File: src/rtl/pkt_req_gen_pkg.sv
// pkt_req_gen_pkg
// Shared definitions for the packet requester: flit type codes, output port
// indices, destination field positions and FSM state encodings.
// No ports (package).
package pkt_req_gen_pkg;

  // Flit type field values (top two bits of a flit)
  localparam logic [1:0] FT_HT   = 2'b00;  // single-flit packet
  localparam logic [1:0] FT_HEAD = 2'b01;
  localparam logic [1:0] FT_BODY = 2'b10;
  localparam logic [1:0] FT_TAIL = 2'b11;

  // Output port indices, matching the bit positions of req/gnt
  localparam int P_LOCAL   = 0;
  localparam int P_NORTH   = 1;
  localparam int P_EAST    = 2;
  localparam int P_SOUTH   = 3;
  localparam int P_WEST    = 4;
  localparam int NUM_PORTS = 5;

  // Destination fields inside a flit
  localparam int DEST_W = 4;
  localparam int DX_LSB = 4;
  localparam int DY_LSB = 0;

  typedef enum logic [1:0] {
    ST_IDLE    = 2'd0,
    ST_REQ     = 2'd1,
    ST_SEND    = 2'd2,
    ST_RELEASE = 2'd3
  } state_e;

  // A flit of this type opens a packet
  function automatic logic is_head(input logic [1:0] ftype);
    return (ftype == FT_HT) || (ftype == FT_HEAD);
  endfunction

  // A flit of this type closes a packet
  function automatic logic ends_pkt(input logic [1:0] ftype);
    return (ftype == FT_HT) || (ftype == FT_TAIL);
  endfunction

endpackage

File: src/rtl/pkt_req_gen_flit_fifo.sv
// flit_fifo
// Synchronous FIFO holding upstream flits. Full/empty derive from an
// occupancy counter. A push is ignored while full even if a pop happens in
// the same cycle; a pop is ignored while empty.
// Ports:
//   clk, rst       clock, asynchronous active-high reset
//   push_i, data_i push request and flit
//   pop_i          pop request
//   front_o        flit at the head of the FIFO (valid when !empty_o)
//   full_o         occupancy equals DEPTH
//   empty_o        occupancy is zero
module flit_fifo #(
  parameter int FLIT_W = 16,
  parameter int DEPTH  = 4
) (
  input  logic              clk,
  input  logic              rst,
  input  logic              push_i,
  input  logic [FLIT_W-1:0] data_i,
  input  logic              pop_i,
  output logic [FLIT_W-1:0] front_o,
  output logic              full_o,
  output logic              empty_o
);

  localparam int AW = (DEPTH > 1) ? $clog2(DEPTH) : 1;
  localparam logic [AW:0] FULL_CNT = (AW+1)'(DEPTH);

  logic [FLIT_W-1:0] mem_q [DEPTH];
  logic [AW-1:0]     wr_ptr_q;
  logic [AW-1:0]     rd_ptr_q;
  logic [AW:0]       cnt_q;
  logic              do_push;
  logic              do_pop;

  assign full_o  = (cnt_q == FULL_CNT);
  assign empty_o = (cnt_q == '0);
  assign do_push = push_i && !full_o;
  assign do_pop  = pop_i && !empty_o;
  assign front_o = mem_q[rd_ptr_q];

  // Pointers wrap naturally because DEPTH is a power of two
  always_ff @(posedge clk or posedge rst) begin
    if (rst) begin
      wr_ptr_q <= '0;
      rd_ptr_q <= '0;
      cnt_q    <= '0;
    end else begin
      if (do_push) wr_ptr_q <= wr_ptr_q + AW'(1);
      if (do_pop)  rd_ptr_q <= rd_ptr_q + AW'(1);
      case ({do_push, do_pop})
        2'b10:   cnt_q <= cnt_q + (AW+1)'(1);
        2'b01:   cnt_q <= cnt_q - (AW+1)'(1);
        default: cnt_q <= cnt_q;
      endcase
    end
  end

  // Storage needs no reset; emptiness is tracked by the counter
  always_ff @(posedge clk) begin
    if (do_push) mem_q[wr_ptr_q] <= data_i;
  end

endmodule

File: src/rtl/pkt_req_gen.sv
// pkt_req_gen
// Requester side of a router output arbiter. Incoming flits are buffered in
// a small FIFO; the head flit's destination is XY-routed to one of five
// outputs, a single request line is raised, and the packet streams out while
// that grant is held. After the tail the request drops and the block waits
// for the grant to fall before taking the next packet, so the arbiter always
// sees at least one idle cycle between packets.
// Ports:
//   clk, rst              clock, asynchronous active-high reset
//   in_flit, in_valid     upstream flit and its valid
//   in_ready              FIFO not full (combinational)
//   req[4:0]              one-hot request: local, north, east, south, west
//   gnt[4:0]              registered grants from the output arbiters
//   out_ready             downstream can accept a flit
//   out_flit, out_valid   registered flit toward the crossbar
//   drop_err              one-cycle pulse when a stray body/tail is discarded
// Optional build macro PKT_REQ_STATS_EN adds:
//   pkt_cnt[15:0]         packets sent (type 00/11 flits popped), wrapping
//   flit_cnt[15:0]        flits sent, wrapping
module pkt_req_gen
  import pkt_req_gen_pkg::*;
#(
  parameter int FLIT_W = 16,
  parameter int DEPTH  = 4,
  parameter int LOC_X  = 0,
  parameter int LOC_Y  = 0
) (
  input  logic              clk,
  input  logic              rst,
  input  logic [FLIT_W-1:0] in_flit,
  input  logic              in_valid,
  output logic              in_ready,
  output logic [4:0]        req,
  input  logic [4:0]        gnt,
  input  logic              out_ready,
  output logic [FLIT_W-1:0] out_flit,
  output logic              out_valid,
`ifdef PKT_REQ_STATS_EN
  output logic [15:0]       pkt_cnt,
  output logic [15:0]       flit_cnt,
`endif
  output logic              drop_err
);

  localparam logic [DEST_W-1:0] LX = DEST_W'(LOC_X);
  localparam logic [DEST_W-1:0] LY = DEST_W'(LOC_Y);

  // XY routing: resolve X first, then Y, else deliver locally
  function automatic logic [2:0] route_of(input logic [7:0] dest);
    logic [DEST_W-1:0] dx;
    logic [DEST_W-1:0] dy;
    dx = dest[DX_LSB +: DEST_W];
    dy = dest[DY_LSB +: DEST_W];
    if (dx > LX)      return 3'(P_EAST);
    else if (dx < LX) return 3'(P_WEST);
    else if (dy > LY) return 3'(P_NORTH);
    else if (dy < LY) return 3'(P_SOUTH);
    else              return 3'(P_LOCAL);
  endfunction

  function automatic logic [4:0] port_onehot(input logic [2:0] p);
    logic [4:0] r;
    r    = '0;
    r[p] = 1'b1;
    return r;
  endfunction

  logic [FLIT_W-1:0] front;
  logic              fifo_full;
  logic              fifo_empty;
  logic              fifo_pop;
  logic              pop_send;
  logic              pop_drop;
  logic [1:0]        front_type;
  logic              gnt_sel;

  state_e            state_q,    state_d;
  logic [2:0]        route_q,    route_d;
  logic [4:0]        req_q,      req_d;
  logic [FLIT_W-1:0] out_flit_q, out_flit_d;
  logic              out_valid_q, out_valid_d;
  logic              drop_err_q, drop_err_d;

  flit_fifo #(
    .FLIT_W (FLIT_W),
    .DEPTH  (DEPTH)
  ) u_fifo (
    .clk     (clk),
    .rst     (rst),
    .push_i  (in_valid),
    .data_i  (in_flit),
    .pop_i   (fifo_pop),
    .front_o (front),
    .full_o  (fifo_full),
    .empty_o (fifo_empty)
  );

  assign in_ready   = !fifo_full;
  assign front_type = front[FLIT_W-1 -: 2];
  assign gnt_sel    = gnt[route_q];

  // A send pop needs the grant, downstream space and a flit; an empty FIFO
  // mid-packet simply stalls with req held.
  assign pop_send = (state_q == ST_SEND) && gnt_sel && out_ready && !fifo_empty;
  // Body/tail at the front while idle cannot belong to any packet: discard.
  assign pop_drop = (state_q == ST_IDLE) && !fifo_empty && !is_head(front_type);
  assign fifo_pop = pop_send || pop_drop;

  always_comb begin
    state_d     = state_q;
    route_d     = route_q;
    req_d       = req_q;
    out_flit_d  = out_flit_q;
    out_valid_d = 1'b0;
    drop_err_d  = pop_drop;
    case (state_q)
      ST_IDLE: begin
        if (!fifo_empty && is_head(front_type)) begin
          route_d = route_of(front[7:0]);
          req_d   = port_onehot(route_d);
          state_d = ST_REQ;
        end
      end
      ST_REQ: begin
        if (gnt_sel) state_d = ST_SEND;
      end
      ST_SEND: begin
        if (pop_send) begin
          out_flit_d  = front;
          out_valid_d = 1'b1;
          if (ends_pkt(front_type)) begin
            req_d   = '0;
            state_d = ST_RELEASE;
          end
        end
      end
      ST_RELEASE: begin
        // Grant lags req by a cycle; wait for it to drop before the next packet
        if (!gnt_sel) state_d = ST_IDLE;
      end
      default: state_d = ST_IDLE;
    endcase
  end

  always_ff @(posedge clk or posedge rst) begin
    if (rst) begin
      state_q     <= ST_IDLE;
      route_q     <= '0;
      req_q       <= '0;
      out_flit_q  <= '0;
      out_valid_q <= 1'b0;
      drop_err_q  <= 1'b0;
    end else begin
      state_q     <= state_d;
      route_q     <= route_d;
      req_q       <= req_d;
      out_flit_q  <= out_flit_d;
      out_valid_q <= out_valid_d;
      drop_err_q  <= drop_err_d;
    end
  end

  assign req       = req_q;
  assign out_flit  = out_flit_q;
  assign out_valid = out_valid_q;
  assign drop_err  = drop_err_q;

`ifdef PKT_REQ_STATS_EN
  logic [15:0] pkt_cnt_q;
  logic [15:0] flit_cnt_q;

  // Only flits actually sent are counted; discarded strays are not
  always_ff @(posedge clk or posedge rst) begin
    if (rst) begin
      pkt_cnt_q  <= '0;
      flit_cnt_q <= '0;
    end else if (pop_send) begin
      flit_cnt_q <= flit_cnt_q + 16'd1;
      if (ends_pkt(front_type)) pkt_cnt_q <= pkt_cnt_q + 16'd1;
    end
  end

  assign pkt_cnt  = pkt_cnt_q;
  assign flit_cnt = flit_cnt_q;
`endif

endmodule

File: config.mk
export PLATFORM = sky130hd
export DESIGN_NAME = pkt_req_gen
export DESIGN_NICKNAME = d
export VERILOG_FILES = /design/src/rtl/pkt_req_gen_pkg.sv /design/src/rtl/pkt_req_gen_flit_fifo.sv /design/src/rtl/pkt_req_gen.sv
export SDC_FILE = /design/constraint.sdc
export NUM_CORES = 1
export LEC_CHECK = 0
export CELL_PAD_IN_SITES_DETAIL_PLACEMENT = 1
export CELL_PAD_IN_SITES_GLOBAL_PLACEMENT = 1
export CORE_MARGIN = 3
export CORE_UTILIZATION = 47
export CTS_BUF_LIST = sky130_fd_sc_hd__clkbuf_16
export CTS_CLUSTER_DIAMETER = 80
export DETAILED_ROUTE_END_ITERATION = 10
export GPL_TIMING_DRIVEN = 0
export PLACE_DENSITY = 0.76
export SLEW_MARGIN = 40
export SYNTH_ARGS = -nofsm -noshare
export SYNTH_HDL_FRONTEND = slang
export SYNTH_SLANG_ARGS = --single-unit
File: constraint.sdc
create_clock -name clk -period 3.4 [get_ports clk]
set_input_delay 0.68 -clock clk [delete_from_list [all_inputs] [get_ports clk]]
set_output_delay 0.68 -clock clk [all_outputs]
set_load 0.02 [all_outputs]
==> key figures, run 1 <==
GRT
  – Vias in the first global route: 2324
  – Met1 Resource Use GR: 0.2113
  – Initial antenna violation count: 0
  – GR peak layer: met2
  – GR Util met2: 0.2978
  – Met3 GRT Util: 0.04020
  – Largest net degree at the start of global routing: 34
  – Gr ovfl total: 0
  – First-pass GRT wire length: 12.41 mm
  – GRT Util Overall: 0.1721

Timing
  – Final setup viols: 0
  – Setup_tns: 0 ns
  – Final period util: 0.8770
  – Post-route clock skew: 0.007910 ns
  – RSZ-0062 raised after global routing: no
  – Worst slew margin: 0.5727
  – Final Hold Fails: 0
  – Slew Viols, Final: 0
  – Actual slew at the worst max-slew pin: 0.6409 ns
  – Final critical-path required period: 2.982 ns
  – Final worst setup slack: 0.4180 ns
  – Fmax: 335.4 MHz

Clocking
  – Root buffer cell: clkbuf_16
  – Num CTS Buffers: 9
  – Reg clk slew, reported paths: 0.07 ns
  – Cts hold-fix bufs: 0
  – Clk sink count: 97
  – Post CTS Setup Buffer Count: 0
  – Clock buffer depth: 2
  – CTS tree: yes
  – Post_cts resized: 0
  – H-tree depth: 3
  – Clock Latency Late Sink: 0.34 ns

Routing
  – Routed wire length: 7.698 mm
  – Drt drc: 0
  – Vias per cell: 5.544
  – Iteration-0 DRC Markers: 156
  – Routed length per placed instance: 20.31 µm
  – 1st-pass router iterations: 4
  – Via count: 2101
  – Routed Antenna Nets: 0

Synthesis
  – Syn_area_per_cell: 18.39 µm²
  – Syn Std Cell Area: 3954 µm²
  – Cells after Synth: 215
  – Syn_nets: 251
  – Sequential cell area fraction in the yosys report: 0.6949
  – Synth warn: 0
  – Top FF cell, synth: edfxtp_1
  – Synth area leaders: edfxtp_1, dfrtp_1, mux4_2
  – Fraction of registers with async set/reset: 0.3402
  – Register bit total from synthesis: 97
  – Synth unique cells: 38
  – Synth top area share: 0.4861
  – EDFF count, synth: 64
  – Leading area contributor after synthesis: edfxtp_1

Critical path
  – Crit. End Element: flop
  – Worst EP arrival: 3.20 ns
  – Crit path max-delay cell type: mux4_2
  – Required time worst endpoint: 3.62 ns
  – Crit start category: input pin
  – CP max FO: 10
  – Cells along the critical path: clkdlybuf4s50_1 -> mux4_2 -> and4_1 -> buf_2 -> or2_1 -> ha_1 -> inv_1 -> fa_1 -> xor2_1 -> nor2_1 -> xor2_1
  – Most used cell, CP: xor2_1
  – Critical path class: in2reg
  – Crit path largest cell delay: 0.53 ns

Placed design
  – Pre-CTS WS: 0.08216 ns
  – Number of buffer cells added on primary ports: 46
  – RePlAce Congestion: 0.7065
  – Hpwl dp: 5.007 mm

Power and ir drop
  – Clock network fraction of total power: 0.237
  – Max VDD drop: 0.5246 mV
  – Leak: 1.832 nW
  – Combinational power share: 0.366
  – Sequential Power Share: 0.397
  – PwrDens: 926.1 nW/µm²
  – Internal: 3.057 mW
  – Switch share: 0.3224
  – Net switching power: 1.455 mW

Die
  – Row cnt: 32
  – Height of the die: 97.72 µm
  – Die width: 97.72 µm
  – Core area: 7928 µm²
  – Die area: 9549 µm²
  – Initial core utilization: 0.4987
  – Ports: 49

Final layout
  – Diode count: 0
  – Commonest non-fill, non-tap cells in the layout: edfxtp_1, clkdlybuf4s50_1, dfrtp_1, mux2_2, mux4_2
  – Layout area overhead: 23.23%
  – Most common cell after layout, fill and taps aside: edfxtp_1
  – # nets final: 308
  – Layout cells sized above 1: 0.2058

Min path
  – Worst hold-check path type: reg2reg

Status
  – Outcome: complete, no violations

Run
  – Max-cap violations: 0
-- routing by layer --
layer	up-vias	part of all wire
li1	953	-
met3	7	0.034
met5	-	0
met2	45	0.53
met4	0	0.012
met1	1096	0.43
-- synthesized netlist by cell type (2+ instances only) --
master and number:
edfxtp_1 64, nor3_1 2, a21o_1 2, nand2_1 2
dfrtp_1 33, inv_1 10, xor2_1 4, nor2_1 3
o21a_1 3, and3_1 5, o21ai_0 4, clkbuf_1 2
mux4_1 5, buf_2 3, nor4_1 3, buf_6 2
mux4_2 12, nand3_1 3, a21oi_1 2, mux2_2 18
xnor2_1 3, ha_1 10, o211ai_1 4, mux2i_1 2
-- per-stage QoR --
| stage | cell area [µm²] | instances | total power, mW | hold slack, ns | utilization |
|---|---|---|---|---|---|
| detailed placement | 4547 | 363 | 3.472 | 0.4918 | 0.5735 |
| finish | 4872 | 379 | 4.512 | 0.5047 | 0.6146 |
| floorplan | 3954 | 215 | 2.871 | 0.4974 | - |
| CTS | 4865 | 379 | 4.571 | 0.5119 | 0.6136 |
| global route | 4872 | 379 | 4.766 | 0.5219 | 0.6146 |
| global placement | 4542 | 363 | 3.400 | 0.4733 | 0.5729 |
-- layout make-up --
type	count	area (µm²)
Clock inverter	7	92.59
Inverter	10	38.79
Clock buffer	9	225.2
Multi-Input combinational cell	100	1127
Fill cell	704	3055
Buffer	8	52.55
Timing Repair Buffer	46	460.4
Tap cell	102	127.6
Sequential cell	97	2748
-- path summary, 6_finish.rpt --
| kind | from | to | slack, ns | cells after the start |
|---|---|---|---|---|
| setup / recovery | gnt[2] | u_fifo.cnt_q[2]$_DFFE_PP0P_ | 0.42 | 11 |
| max in group asynchronous | rst | out_flit[9]$_DFFE_PP0P_ | 2.28 | 2 |
| hold / removal | out_flit[6]$_DFFE_PP0P_ | out_flit[6]$_DFFE_PP0P_ | 0.50 | 1 |
| hold reg to reg | out_flit[6]$_DFFE_PP0P_ | out_flit[6]$_DFFE_PP0P_ | 0.50 | 1 |
| min in group asynchronous | rst | state_q[1]$_DFFE_PP0P_ | 0.72 | 2 |
| setup reg to reg | u_fifo.rd_ptr_q[1]$_DFFE_PP0P_ | u_fifo.cnt_q[2]$_DFFE_PP0P_ | 0.58 | 11 |
-- worst max-delay path, delay by kind of cell --
kind	cells	cell delay (ns)
fa+ha+maj	2	0.43
simple gates	3	0.58
buf+inv	3	0.69
xor+xnor	2	0.30
mux	1	0.53
-- power by group through the flow --
stage | sequential (mW) | clock, mW | combinational (mW)
after global placement | 1.80 | 0 | 1.60
after CTS | 1.80 | 1.10 | 1.68
after floorplan | 1.91 | 0 | 0.965
after global routing | 1.83 | 1.14 | 1.80
after detailed placement | 1.81 | 0 | 1.66
final | 1.79 | 1.07 | 1.65
-- sequential cells by signal, summed over array words and instances (netlist names) --
| name | count |
|---|---|
| u_fifo.cnt_q | 3 |
| u_fifo.rd_ptr_q | 2 |
| u_fifo.mem_q | 64 |
| state_q | 2 |
| out_flit | 16 |
| route_q | 2 |
| req | 4 |
| drop_err | 1 |
| out_valid | 1 |
| u_fifo.wr_ptr_q | 2 |
-- kinds of logic (layout without fill, tap and decap cells) --
family / after synthesis / count (layout) / share of synthesized area
DFF: 97 / 97 / 0.6949
muxes: 37 / 37 / 0.1579
and+or+nand+nor: 23 / 23 / 0.03355
AOI/OAI and AO/OA: 21 / 21 / 0.03766
buffers and inverters: 18 / 80 / 0.02279
adders and majority gates: 11 / 11 / 0.03671
xor gates and xnor gates: 7 / 7 / 0.01551
other: 1 / 1 / 0.0009485
Power figures use the tool's default switching activity.
==> run 2: changes to the inputs <==
Settings changed: CORE_UTILIZATION 47 to 53, DONT_BUFFER_PORTS set to 1, PLACE_DENSITY 0.76 to 0.75.
==> key figures, run 2 (synthesis gave the netlist of run 1 again) <==
Critical path
  – Critical path class: reg2reg
  – Worst EP arrival: 2.92 ns (-0.28 ns)
  – Crit. End Element: flop
  – CP max FO: 10 (unchanged)
  – Required time worst endpoint: 3.62 ns (about the same)
  – Crit start category: flop

Clocking
  – Post CTS Setup Buffer Count: 0 (unchanged)
  – Clock Latency Late Sink: 0.34 ns (about the same)
  – Reg clk slew, reported paths: 0.07 ns (about the same)
  – Clk sink count: 97 (unchanged)
  – CTS tree: yes
  – Post_cts resized: 0 (unchanged)
  – Cts hold-fix bufs: 0 (unchanged)
  – Root buffer cell: clkbuf_16
  – Clock buffer depth: 2 (unchanged)
  – Num CTS Buffers: 9 (unchanged)
  – H-tree depth: 3 (unchanged)

Die
  – Height of the die: 92.37 µm (-5.5%)
  – Die area: 8532 µm² (-11%)
  – Row cnt: 30 (-6.3%)
  – Die width: 92.37 µm (-5.5%)
  – Initial core utilization: 0.5633 (+0.06454)
  – Core area: 7019 µm² (-11%)
  – Ports: 49 (unchanged)

Routing
  – Iteration-0 DRC Markers: 63 (-60%)
  – 1st-pass router iterations: 4 (unchanged)
  – Drt drc: 0 (unchanged)
  – Routed wire length: 7.069 mm (-8.2%)
  – Routed length per placed instance: 21.62 µm (+6.4%)
  – Routed Antenna Nets: 0 (unchanged)
  – Vias per cell: 5.798 (+4.6%)
  – Via count: 1896 (-9.8%)

Final layout
  – Number of flip-flops under the largest register name: 64 (unchanged)
  – Layout area overhead: 10.85%
  – # nets final: 262 (-15%)
  – Most flops, register: u_fifo.mem_q
  – Layout cells sized above 1: 0.2511 (+0.04531)
  – Final Cell Area: 4383 µm² (-10%)
  – Final Non-Filler Cells: 327 (-14%)
  – Diode count: 0 (unchanged)
  – Commonest non-fill, non-tap cells in the layout: edfxtp_1, dfrtp_1, mux2_2, mux4_2
  – Most common cell after layout, fill and taps aside: edfxtp_1

Power and ir drop
  – PwrDens: 951.9 nW/µm² (+2.8%)
  – Max VDD drop: 0.4784 mV (-8.8%)
  – Leak: 1.647 nW (-10%)

Timing
  – Actual slew at the worst max-slew pin: 0.7074 ns (+0.06649 ns)
  – Final period util: 0.7940 (-0.08305)
  – RSZ-0062 raised after global routing: no
  – Worst slew margin: 0.5277 (-0.04502)
  – Post-route clock skew: 0.008318 ns (+0.0004073 ns)
  – Fmax: 370.4 MHz (+10%)
  – Setup_tns: 0 ns (unchanged)
  – Final Hold Fails: 0 (unchanged)
  – Slew Viols, Final: 0 (unchanged)
  – Final setup viols: 0 (unchanged)
  – Final critical-path required period: 2.700 ns (-0.2824 ns)

Run
  – Max-cap violations: 0 (unchanged)

GRT
  – Largest net degree at the start of global routing: 34 (unchanged)
  – First-pass GRT wire length: 11.61 mm (-6.4%)
  – Vias in the first global route: 2123 (-8.6%)
  – GRT Util Overall: 0.1852 (+0.01307)
  – Initial antenna violation count: 0 (unchanged)
  – Gr ovfl total: 0 (unchanged)

Placed design
  – Hpwl dp: 4.733 mm (-5.5%)
  – Placed Cells: 311 (-14%)
  – Dpl cell area: 4074 µm² (-10%)
  – Number of buffer cells added on primary ports: 0 (-100%)
  – RePlAce Congestion: 0.8024 (+14%)

Status
  – Outcome: complete, no violations

Min path
  – Worst hold-check path type: in2async
==> run 2: where the power goes <==
part / internal (mW) / switching [mW]
Sequential: 1.62 / 0.331
Clock: 0.571 / 0.422
Combinational: 0.571 / 0.656
Total: 2.76 / 1.41
==> run 2: cell type report <==
class | instances | area, µm²
inverters | 10 | 37.54
plain buffers | 8 | 52.55
fillers | 609 | 2636
multi-input cells | 100 | 1127
well taps | 96 | 120.1
clock buffers | 9 | 225.2
flip-flops and latches | 97 | 2748
clock inverters | 7 | 72.57
==> run 2: final timing paths <==
kind,start,to,slack [ns],cells past startpoint
min,rst,state_q[0]$_DFFE_PP0P_,0.33,1
min reg2reg,u_fifo.cnt_q[0]$_DFFE_PP0P_,u_fifo.cnt_q[0]$_DFFE_PP0P_,0.54,1
max reg2reg,u_fifo.rd_ptr_q[0]$_DFFE_PP0P_,u_fifo.cnt_q[2]$_DFFE_PP0P_,0.70,11
min in group clk,in_flit[1],u_fifo.mem_q[1][1]$_DFFE_PP_,0.43,0
max in group asynchronous,rst,u_fifo.cnt_q[2]$_DFFE_PP0P_,2.60,1
max,u_fifo.rd_ptr_q[0]$_DFFE_PP0P_,u_fifo.cnt_q[2]$_DFFE_PP0P_,0.70,11
==> run 2: worst max-delay path, stage by stage (launching register included) <==
cell and delay [ns]:
dfrtp_1 0.34, buf_6 0.17, mux4_1 0.54, buf_2 0.20
and3_1 0.24, or2_1 0.25, ha_1 0.23, inv_1 0.07
fa_1 0.18, xor2_1 0.15, nor2_1 0.07, xor2_1 0.14
==> run 2: through the flow <==
stage	power (mW)	setup WS (ns)	utilization	hold slack, ns
after floorplan	2.871	0.7059	-	0.4974
after global placement	3.094	0.5798	0.5804	0.5164
after detailed placement	3.199	0.5068	0.5804	0.5301
after CTS	4.216	0.5456	0.6228	0.3573
after global routing	4.442	0.4690	0.6244	0.3910
final	4.172	0.7004	0.6244	0.3292
==> run 2: metal layers <==
| metal | vias to the layer above | part of all wire | track usage | wire length (µm) |
|---|---|---|---|---|
| met4 | 0 | 0.011 | 0.05322 | 75 |
| met2 | 51 | 0.51 | 0.3112 | 3634 |
| li1 | 860 | - | - | - |
| met1 | 979 | 0.40 | 0.2182 | 2839 |
| met3 | 6 | 0.074 | 0.07880 | 520 |
| met5 | - | 0 | 0 | 0 |
==> run 3: changes to the inputs <==
Clock period 3.4 ns to 2.5 ns, I/O delays scaled along.
==> key figures, run 3 (synthesis gave the netlist of run 1 again) <==
Final layout
  – Diode count: 0 (unchanged)
  – Layout area overhead: 14.30%
  – # nets final: 265 (+1.1%)
  – Fill cells: 595 (-2.3%)
  – Layout cells sized above 1: 0.3120 (+0.06088)
  – Number of flip-flops under the largest register name: 64 (unchanged)
  – Most common cell after layout, fill and taps aside: edfxtp_1
  – Commonest non-fill, non-tap cells in the layout: edfxtp_1, dfrtp_1, mux2_2, mux4_2
  – Most flops, register: u_fifo.mem_q
  – Final Cell Area: 4519 µm² (+3.1%)

Critical path
  – CP max FO: 10 (unchanged)
  – Crit. End Element: flop
  – Reg2Reg Depth: 10 (-1)
  – Cells along the critical path: mux4_2 -> and4_1 -> buf_6 -> or2_1 -> ha_2 -> inv_1 -> fa_2 -> xor2_1 -> nor2_1 -> xor2_1
  – Worst EP arrival: 2.66 ns (-0.26 ns)
  – Crit path largest cell delay: 0.53 ns (about the same)
  – Required time worst endpoint: 2.71 ns (-0.91 ns)
  – Critical path class: reg2reg
  – RR Startpoint: route_q[0]$_DFFE_PP0P_
  – Worst flop-to-flop path endpoint: u_fifo.cnt_q[2]$_DFFE_PP0P_
  – Crit start category: flop
  – Cell family with most CP delay: multiplexers
  – Crit path max-delay cell type: mux4_2
  – R2r setup slk: 0.05 ns (-0.65 ns)
  – CP Buf/Inv Count: 2 (-1)
  – Most used cell, CP: xor2_1

Power and ir drop
  – Internal: 4.149 mW (+50%)
  – Leak: 1.696 nW (+3.0%)
  – Switch share: 0.3224 (-0.01529)
  – Sequential Power Share: 0.440 (-0.028)
  – Max VDD drop: 0.6461 mV (+35%)
  – Combinational power share: 0.290 (-0.004)
  – Clock network fraction of total power: 0.269 (+0.031)
  – Net switching power: 1.975 mW (+40%)
  – PwrDens: 1355 nW/µm² (+42%)

Routing
  – Routed Antenna Nets: 0 (unchanged)
  – Drt drc: 0 (unchanged)
  – 1st-pass router iterations: 4 (unchanged)
  – Via count: 1946 (+2.6%)
  – Iteration-0 DRC Markers: 88 (+40%)
  – Routed length per placed instance: 22.45 µm (+3.9%)
  – Vias per cell: 5.897 (+1.7%)
  – Routed wire length: 7.410 mm (+4.8%)

GRT
  – Vias in the first global route: 2216 (+4.4%)
  – First-pass GRT wire length: 11.81 mm (+1.7%)
  – Initial antenna violation count: 0 (unchanged)
  – GRT Util Overall: 0.1873 (+0.002063)
  – Gr ovfl total: 0 (unchanged)
  – Largest net degree at the start of global routing: 34 (unchanged)

Die
  – Die area: 8532 µm² (unchanged)
  – Initial core utilization: 0.5633 (unchanged)
  – Height of the die: 92.37 µm (unchanged)
  – Ports: 49 (unchanged)
  – Die width: 92.37 µm (unchanged)
  – Core area: 7019 µm² (unchanged)
  – Row cnt: 30 (unchanged)

Placed design
  – RePlAce Congestion: 0.7763 (-3.3%)
  – Hpwl dp: 4.977 mm (+5.2%)
  – Number of buffer cells added on primary ports: 0 (unchanged)
  – Dpl cell area: 4079 µm² (+0.12%)

Timing
  – Worst slew margin: 0.5273 (about the same)
  – Final Hold Fails: 0 (unchanged)
  – Final critical-path required period: 2.453 ns (-0.2462 ns)
  – Final setup viols: 0 (unchanged)
  – Post-route clock skew: 0.006950 ns (-0.001367 ns)
  – RSZ-0062 raised after global routing: yes
  – Slew Viols, Final: 0 (unchanged)
  – Final period util: 0.9814 (+0.1874)
  – Fmax: 407.6 MHz (+10%)
  – Actual slew at the worst max-slew pin: 0.7080 ns (+0.0006033 ns)
  – Setup_tns: 0 ns (unchanged)

Clocking
  – Clock buffer depth: 2 (unchanged)
  – Clock Latency Late Sink: 0.34 ns (about the same)
  – Root buffer cell: clkbuf_16
  – Reg clk slew, reported paths: 0.07 ns (about the same)
  – H-tree depth: 3 (unchanged)
  – Num CTS Buffers: 9 (unchanged)
  – CTS tree: yes
  – Cts hold-fix bufs: 0 (unchanged)
  – Clk sink count: 97 (unchanged)

Run
  – Max-cap violations: 0 (unchanged)

Min path
  – Worst hold-check path type: in2async

Status
  – Outcome: complete, no violations
[run 3: cell count changes in the layout (fill, tap and decap cells not counted), sizes merged]
cell,previous run,this run
buf,6,10
bufinv,1,4
clkbuf,11,10
clkinv,3,0
clkinvlp,1,0
inv,12,13
[run 3: metal layers]
metal	track usage	vias to the layer above	part of all wire	routed length, µm
met4	0.06436	0	0.016	115
met3	0.06905	11	0.070	520
met2	0.3190	57	0.53	3946
met5	0	-	0	0
met1	0.2192	1021	0.38	2829
li1	-	857	-	-
[run 3: worst register-to-register path, stage by stage, from the launching register on]
cell,delay (ns)
dfrtp_1,0.38
mux4_2,0.53
and4_1,0.20
buf_6,0.15
or2_1,0.26
ha_2,0.19
inv_1,0.07
fa_2,0.20
xor2_1,0.13
nor2_1,0.06
xor2_1,0.16
[run 3: what timing repair did]
item | 4_1_cts | 5_1_grt
hold endpoints to repair | 0 | 0
pin swaps | 1 | 4
buffers inserted | 4 | 1
endpoints found under the setup margin | 5 | 5
resized for setup | 8 | 7
[run 3: area by class of cell]
class	instances	area [µm²]	share of cell area
buffer	6	51.30	0.01135
clock buffer	9	225.2	0.04983
clock inverter	7	141.4	0.03128
inverter	10	37.54	0.008306
multi-input combinational	100	1156	0.2558
sequential	97	2750	0.6085
tap	96	120.1	0.02658
timing repair buffer	5	37.54	0.008306
[run 3: worst max-delay path by stage]
stage                     cells after the start                           to  slack (ns)                           start
final                                        10  u_fifo.cnt_q[2]$_DFFE_PP0P_        0.05          route_q[0]$_DFFE_PP0P_
after global routing                         10  u_fifo.cnt_q[2]$_DFFE_PP0P_       -0.05          route_q[0]$_DFFE_PP0P_
after CTS                                    11  u_fifo.cnt_q[2]$_DFFE_PP0P_        0.02  u_fifo.rd_ptr_q[0]$_DFFE_PP0P_
after detailed placement                      6           req[0]$_DFFE_PP0P_       -0.28  u_fifo.rd_ptr_q[1]$_DFFE_PP0P_
after global placement                        6           req[0]$_DFFE_PP0P_       -0.25  u_fifo.rd_ptr_q[1]$_DFFE_PP0P_
after floorplan                              10  u_fifo.cnt_q[2]$_DFFE_PP0P_        0.02                          gnt[3]
[run 3: stage by stage]
stage | cells | hold slack [ns] | total power, mW | setup WS [ns] | util
CTS | 330 | 0.1828 | 6.133 | 0.02051 | 0.6396
detailed placement | 311 | 0.5396 | 4.393 | -0.2814 | 0.5811
global placement | 311 | 0.5158 | 4.218 | -0.2464 | 0.5811
global route | 330 | 0.2020 | 6.469 | -0.04706 | 0.6439
floorplan | 215 | 0.4974 | 3.910 | 0.02488 | -
finish | 330 | 0.1551 | 6.124 | 0.04659 | 0.6439
[run 3: power groups by stage]
stage | Clock [mW] | Sequential, mW | Combinational (mW)
final | 1.65 | 2.70 | 1.78
after global routing | 1.75 | 2.75 | 1.97
after CTS | 1.67 | 2.70 | 1.76
after detailed placement | 0 | 2.70 | 1.69
after global placement | 0 | 2.65 | 1.56
after floorplan | 0 | 2.59 | 1.32
